===== config.mk =====
export PLATFORM = sky130hd
export DESIGN_NAME = vram_arbiter
export DESIGN_NICKNAME = d
export VERILOG_FILES = /design/src/rtl/vram_arbiter_pkg.sv /design/src/rtl/vram_arbiter.sv
export SDC_FILE = /design/constraint.sdc
export NUM_CORES = 1
export LEC_CHECK = 0
export CORE_MARGIN = 2
export CORE_UTILIZATION = 44
export CTS_CLUSTER_SIZE = 10
export DETAILED_ROUTE_END_ITERATION = 12
export PLACE_DENSITY = 0.94
export SETUP_SLACK_MARGIN = 0.3
export SYNTH_ARGS = -nofsm -noshare
export SYNTH_HDL_FRONTEND = slang
export SYNTH_SLANG_ARGS = --single-unit

===== constraint.sdc =====
create_clock -name clk28 -period 4.25 [get_ports clk28]
set_input_delay 0.6375 -clock clk28 [delete_from_list [all_inputs] [get_ports clk28]]
set_output_delay 0.6375 -clock clk28 [all_outputs]
set_load 0.005 [all_outputs]

===== src/rtl/vram_arbiter_pkg.sv =====
// Shared types and constants for the video RAM arbiter.
// Slot owner encoding and the SRAM page numbers holding the two screens.
package vram_arbiter_pkg;

  typedef enum logic [1:0] {
    OWN_IDLE,
    OWN_SCR,
    OWN_CPU_RD,
    OWN_CPU_WR
  } slot_owner_e;

  localparam logic [2:0] PAGE_SCR0 = 3'd5;
  localparam logic [2:0] PAGE_SCR1 = 3'd7;

  function automatic logic [18:0] screen_ra(input logic page, input logic [13:0] offset);
    return {2'b00, (page ? PAGE_SCR1 : PAGE_SCR0), offset};
  endfunction

endpackage


===== src/rtl/vram_arbiter.sv =====
// Owns the 512K SRAM bus: one 14 MHz slot per access, screen first, with a
// starvation counter that withdraws fetch_allow so a waiting CPU access gets through.
module vram_arbiter
  import vram_arbiter_pkg::*;
#(
  parameter logic [18:0] UP_BASE      = 19'h7FFC0,
  parameter int unsigned CPU_MAX_WAIT = 2
) (
  input  logic        clk28,
  input  logic        rst_n,
  input  logic        ck14,
  input  logic        screen_fetch,
  input  logic        screen_fetch_up,
  input  logic [14:0] screen_addr,
  input  logic [5:0]  screen_up_addr,
  input  logic        screen_page,
  output logic        fetch_allow,
  output logic [7:0]  fetch_data,
  input  logic        cpu_req,
  input  logic        cpu_we,
  input  logic [18:0] cpu_addr,
  input  logic [7:0]  cpu_wdata,
  output logic [7:0]  cpu_rdata,
  output logic        cpu_ack,
  output logic [18:0] ra,
  output logic [7:0]  rd_out,
  input  logic [7:0]  rd_in,
  output logic        rd_oe,
  output logic        n_roe,
  output logic        n_rwe
);

  slot_owner_e owner_q, owner_d;
  logic [1:0]  wait_cnt_q, wait_cnt_d;
  logic [18:0] ra_d;
  logic        cpu_pending;
  logic        unused_screen_addr;

  assign unused_screen_addr = screen_addr[14];

  // A just-acked request is still high for one slot; it must not be served twice.
  assign cpu_pending = cpu_req & ~cpu_ack;

  always_comb begin
    owner_d = OWN_IDLE;
    if (screen_fetch) begin
      owner_d = OWN_SCR;
    end else if (cpu_pending) begin
      owner_d = cpu_we ? OWN_CPU_WR : OWN_CPU_RD;
    end
  end

  always_comb begin
    wait_cnt_d = wait_cnt_q;
    if (!cpu_pending) begin
      wait_cnt_d = 2'd0;
    end else if (owner_d == OWN_SCR && wait_cnt_q != 2'd3) begin
      wait_cnt_d = wait_cnt_q + 2'd1;
    end
  end

  always_comb begin
    ra_d = ra;
    case (owner_d)
      OWN_SCR: begin
        ra_d = screen_fetch_up ? (UP_BASE | {13'd0, screen_up_addr})
                               : screen_ra(screen_page, screen_addr[13:0]);
      end
      OWN_CPU_RD, OWN_CPU_WR: ra_d = cpu_addr;
      default:                ra_d = ra;
    endcase
  end

  // ck14 high: slot boundary (end of phase B). ck14 low: end of phase A.
  always_ff @(posedge clk28 or negedge rst_n) begin
    if (!rst_n) begin
      owner_q     <= OWN_IDLE;
      wait_cnt_q  <= 2'd0;
      fetch_allow <= 1'b1;
      ra          <= 19'd0;
      rd_out      <= 8'd0;
      rd_oe       <= 1'b0;
      n_roe       <= 1'b1;
      n_rwe       <= 1'b1;
      fetch_data  <= 8'hFF;
      cpu_rdata   <= 8'hFF;
      cpu_ack     <= 1'b0;
    end else if (ck14) begin
      owner_q     <= owner_d;
      wait_cnt_q  <= wait_cnt_d;
      fetch_allow <= ({30'd0, wait_cnt_d} < CPU_MAX_WAIT);
      ra          <= ra_d;
      if (owner_d == OWN_CPU_WR) begin
        rd_out <= cpu_wdata;
      end
      rd_oe   <= (owner_d == OWN_CPU_WR);
      n_roe   <= ~((owner_d == OWN_SCR) || (owner_d == OWN_CPU_RD));
      n_rwe   <= 1'b1;
      cpu_ack <= 1'b0;
    end else begin
      case (owner_q)
        OWN_SCR: fetch_data <= rd_in;
        OWN_CPU_RD: begin
          if (cpu_req) begin
            cpu_rdata <= rd_in;
            cpu_ack   <= 1'b1;
          end
        end
        // An abandoned write still strobes the SRAM, just without an ack.
        OWN_CPU_WR: begin
          n_rwe   <= 1'b0;
          cpu_ack <= cpu_req;
        end
        default: ;
      endcase
    end
  end

endmodule

==> results <==
- The number of distinct library cell variants in the gate-level netlist after synthesis is 30.
- The final max-slew violation count is 0.
- The net count of the finished layout is 376.
- The endpoint of the worst hold-timing path is ra[14].
- The beginning of the critical path is cpu_req.
- The required time of the worst setup path is 4440 ps.
- The count of vias placed by the detailed router is 1885.
- The number of buffers added by the clock tree synthesis step is 5.
- For this block, wires on met1 add up to 2.23 mm.
- The flow ran to the end, and the final reports show no timing, DRC or antenna violations.
- The routed design uses 341 um of met3 wire.
- The overflow left after global routing is 0.
- The buffer levels on the longest clock path is 2.
- The internal power consumption is 1.02 mW.
- Once detail routing completed, the nets flagged for antenna violations numbered 0.
- Measured against the total synthesized area, the mux share comes to 12.9%.
- The type of the worst setup path is in2reg.
- The die height is 77.1 um.
- For this block, the initial DRC count from the detailed router was 91.
- Net switching is 25.6% of the power.
- The sequential share of the synthesized area is 56.4%.
- The number of optimization iterations in the first detailed-route pass is 2.
- For this run, the number of Yosys warnings is 0.
- The largest incremental delay on the critical path is 540 ps.
- The pin count of the biggest net entering global routing is 53.
- In this run the critical register-to-register path is captured at ra[18].
- Cells with a size suffix above 1 make up 20.4% of the layout.
- The number of antenna diodes in the final layout is 0.
- The capturing element type of the critical path is a flop.
- The top cell types in the final layout, fill and taps aside, are sky130_fd_sc_hd__clkdlybuf4s50_1 (109), sky130_fd_sc_hd__dfrtp_1 (33), sky130_fd_sc_hd__mux2_2 (27).
- The number of I/O port buffers is 110.
- Sorting the synthesized cells by area gives the leading types as sky130_fd_sc_hd__dfrtp_1 (35%), sky130_fd_sc_hd__dfstp_2 (21%), sky130_fd_sc_hd__mux2_2 (13%).
- The adder and majority gate portion of the synthesized area is 2.13%.
- The cell chosen for the clock root is sky130_fd_sc_hd__clkbuf_8.
- Among all stages on the critical path, the largest delay is contributed by sky130_fd_sc_hd__or3b_4.
- The synthesis-stage register bit count is 52.
- The core utilization of the finished layout is 69.0%.
- The number of setup buffers added after CTS is 0.
- The count of hold buffers inserted by post-cts repair is 0.
- The leading cell type in the layout, fill and taps excluded is sky130_fd_sc_hd__clkdlybuf4s50_1.
- The most prevalent standard cell on the critical path is sky130_fd_sc_hd__a21oi_1.
- At the pin with the least slew margin, the transition time is 1120 ps.
- The wire length of the first global-routing pass is 9.65 mm.
- At the end of routability-driven placement, the weighted congestion stood at 0.717.
- In this run, placement finished with an instance count of 371.
- The synthesized netlist occupies a cell area of 2350 um^2.
- The count of final setup violators is 0.
- Subtracting the final worst setup slack from the clock period gives 2630 ps.
- The count of cells along the worst hold path is 2.
- The highest attainable clock frequency is 0.380 GHz.
- The post-synthesis cell type with the largest combined area is sky130_fd_sc_hd__dfrtp_1.
- In this run the critical register-to-register path is launched from cpu_ack.
- The top-level I/O count is 112.
- The area fraction in and, or, nand and nor cells after synthesis is 11.9%.
- Row generation in the floorplan step produced 26 rows.
- The via count of the first global-routing pass is 2041.
- The startpoint of the tightest hold check path is ra[14].
- Across every metal layer, demand over resource in global routing totals 20.1%.
- Max-cap violations in this run came to 0.
- The number of nets in the synthesized netlist is 269.
- The worst-case IR drop observed on VDD is 0.164 mV.
- Walking the worst path, the cells encountered are clkdlybuf4s50_1 > or3b_4 > ha_1 > nand2b_1 > a21oi_1 > a21oi_1.
- The average wire per standard cell is 14.7 um.
- In the synthesized netlist, the number of instances is 201.
- The floorplan step set the die width to 77.1 um.
- The met2 layer wire length in the routed design is 2.87 mm.
- After layout, the worst path uses 61.9% of the clock period.
- TritonCTS built the clock tree.
- In the synthesized netlist the async set-or-reset flop fraction comes to 100%.
- The clock power share is 20.5%.
- The top layer used by detailed routing is met4.
- The type of origin of the critical path is an input port.
- The cell count of the worst reg-to-reg path is 5.
- The dominant register cell in the synthesized netlist is sky130_fd_sc_hd__dfrtp_1.
- Gates resized during post-CTS repair numbered 0.
- The clock net sink count is 52.
- After detailed routing, the number of remaining DRC violations is 0.
- The post-detailed-placement cell area is 3460 um^2.
- After clock tree synthesis, the clock-pin slew on the worst setup and hold paths is 90 ps.
- For the worst-skew pair, the clock arrives at the later sink with an insertion delay of 300 ps.
- The power share of the combinational group is 30.6%.
- The core region is 5140 um^2.
- Dividing the detail-routed via count by the number of cells gives 4.97.
- The min-delay analysis places its worst path in the category reg2reg.
- In this run, synthesis inferred 0 flip-flops with an integrated enable.
- The hold violation count in the final report came to 0.
- The largest family of logic cells by synthesized area is multiplexers.
- The portion of total power attributed to sequential cells is 49.0%.
- The HPWL after detailed placement is 4.12 mm.
- The number of standard cells in the layout, taps in and fillers out is 379.
- The fraction of synthesized cell area taken by the top area cell type is 35.2%.
- The worst-case headroom to the max-slew limit is 25.4%.
- The pre-CTS setup slack is 1300 ps.
- The final total negative setup slack is 0 ps.
- Summing the areas of all compound-gate instances in the mapped netlist gives 12.5% of the synthesized area.
- The area overhead of the layout relative to synthesis is 51.0%.
- The die covers 5940 um^2.
- For the final database, setup skew stands at 5.19 ps.
- The critical-path maximum fanout is 21.
- In this run the mean area of a mapped cell was 11.7 um^2.
- The data arrival time of the critical path is 2820 ps.
- For this block, the routed nets add up to 5.55 mm of wire.
- The net switching power of the design is 0.352 mW.
- The number of antenna violations at the first check in global routing was 0.
- Summing the areas of all xor and xnor instances in the mapped netlist gives 0% of the synthesized area.
- The worst register-to-register path has a setup slack of 2070 ps.
- Summed over all cells, the static leakage comes to 1.43 nW.
- The H-tree was split into 2 levels.
- Once the floorplan was initialized, standard cells occupied 45.7% of the core.
- The finished cells cover 3550 um^2.
- The final worst-path setup slack is 1620 ps.
- Setup repair after global routing left no endpoint under its margin.
- Dividing total power by cell area gives a power density of 388 nW/um^2.
-- state kept, by name, summed over array words and instances, names as in the netlist --
name and flops:
cpu_rdata 8, wait_cnt_q 2, fetch_data 8, rd_oe 1, n_roe 1, rd_out 8
cpu_ack 1, fetch_allow 1, ra 19, n_rwe 1, owner_q 2
-- worst max path at each step --
stage	slack (ps)	to
2_1_floorplan	2010	ra[7]
3_3_place_gp	1330	ra[17]
3_5_place_dp	1300	ra[18]
4_1_cts	1600	ra[18]
5_1_grt	1410	ra[17]
6_report	1620	ra[18]
-- cell usage after synthesis, types with 2 or more instances --
cell type,n
sky130_fd_sc_hd__a211oi_1,6
sky130_fd_sc_hd__a21oi_1,7
sky130_fd_sc_hd__a22o_1,2
sky130_fd_sc_hd__buf_2,4
sky130_fd_sc_hd__buf_4,2
sky130_fd_sc_hd__buf_8,2
sky130_fd_sc_hd__dfrtp_1,33
sky130_fd_sc_hd__dfstp_2,19
sky130_fd_sc_hd__ha_1,4
sky130_fd_sc_hd__inv_1,2
sky130_fd_sc_hd__mux2_2,27
sky130_fd_sc_hd__nand2_1,24
sky130_fd_sc_hd__nor2_1,4
sky130_fd_sc_hd__nor2b_1,10
sky130_fd_sc_hd__nor3_1,9
sky130_fd_sc_hd__o21ai_0,20
sky130_fd_sc_hd__o21ai_1,11
sky130_fd_sc_hd__o21ai_2,3
-- area by class of cell --
class                      count  area [um^2]
clock inverter                 3         22.5
fill                         444         1590
multi-input combinational    135          926
inverter                       3         13.8
clock buffer                   5         68.8
sequential                    52         1330
tap                           70         87.6
timing repair buffer         111         1100
-- logic make-up after synthesis --
| family | after synthesis |
|---|---|
| mux | 27 |
| simple gates | 53 |
| flops | 52 |
| compound gates | 51 |
| fa+ha+maj | 4 |
| buf+inv | 14 |
-- stage by stage --
step / hold slack (ps) / power [mW]
global placement: 451 / 1.09
floorplan: 342 / 0.824
detailed placement: 466 / 1.11
finish: 480 / 1.37
CTS: 487 / 1.39
global route: 497 / 1.46
-- per-layer routing --
| metal | up-vias | track usage (%) |
|---|---|---|
| met1 | 891 | 24.6 |
| met5 | - | 0 |
| met4 | 0 | 8.21 |
| met3 | 10 | 4.82 |
| met2 | 69 | 34.3 |
| li1 | 915 | - |
-- power groups by stage --
stage | registers [mW] | logic [mW] | clock network [mW]
after CTS | 0.675 | 0.427 | 0.292
final | 0.673 | 0.420 | 0.282
after global placement | 0.677 | 0.411 | 0
after global routing | 0.689 | 0.457 | 0.313
after floorplan | 0.688 | 0.136 | 0
after detailed placement | 0.684 | 0.425 | 0
-- worst max-delay path: cells and delay by family --
kind | cells | cell delay, ps
fa+ha+maj | 1 | 260
buf+inv | 1 | 520
compound gates | 2 | 370
simple gates | 2 | 1020
(Power assumes the default switching activity.)
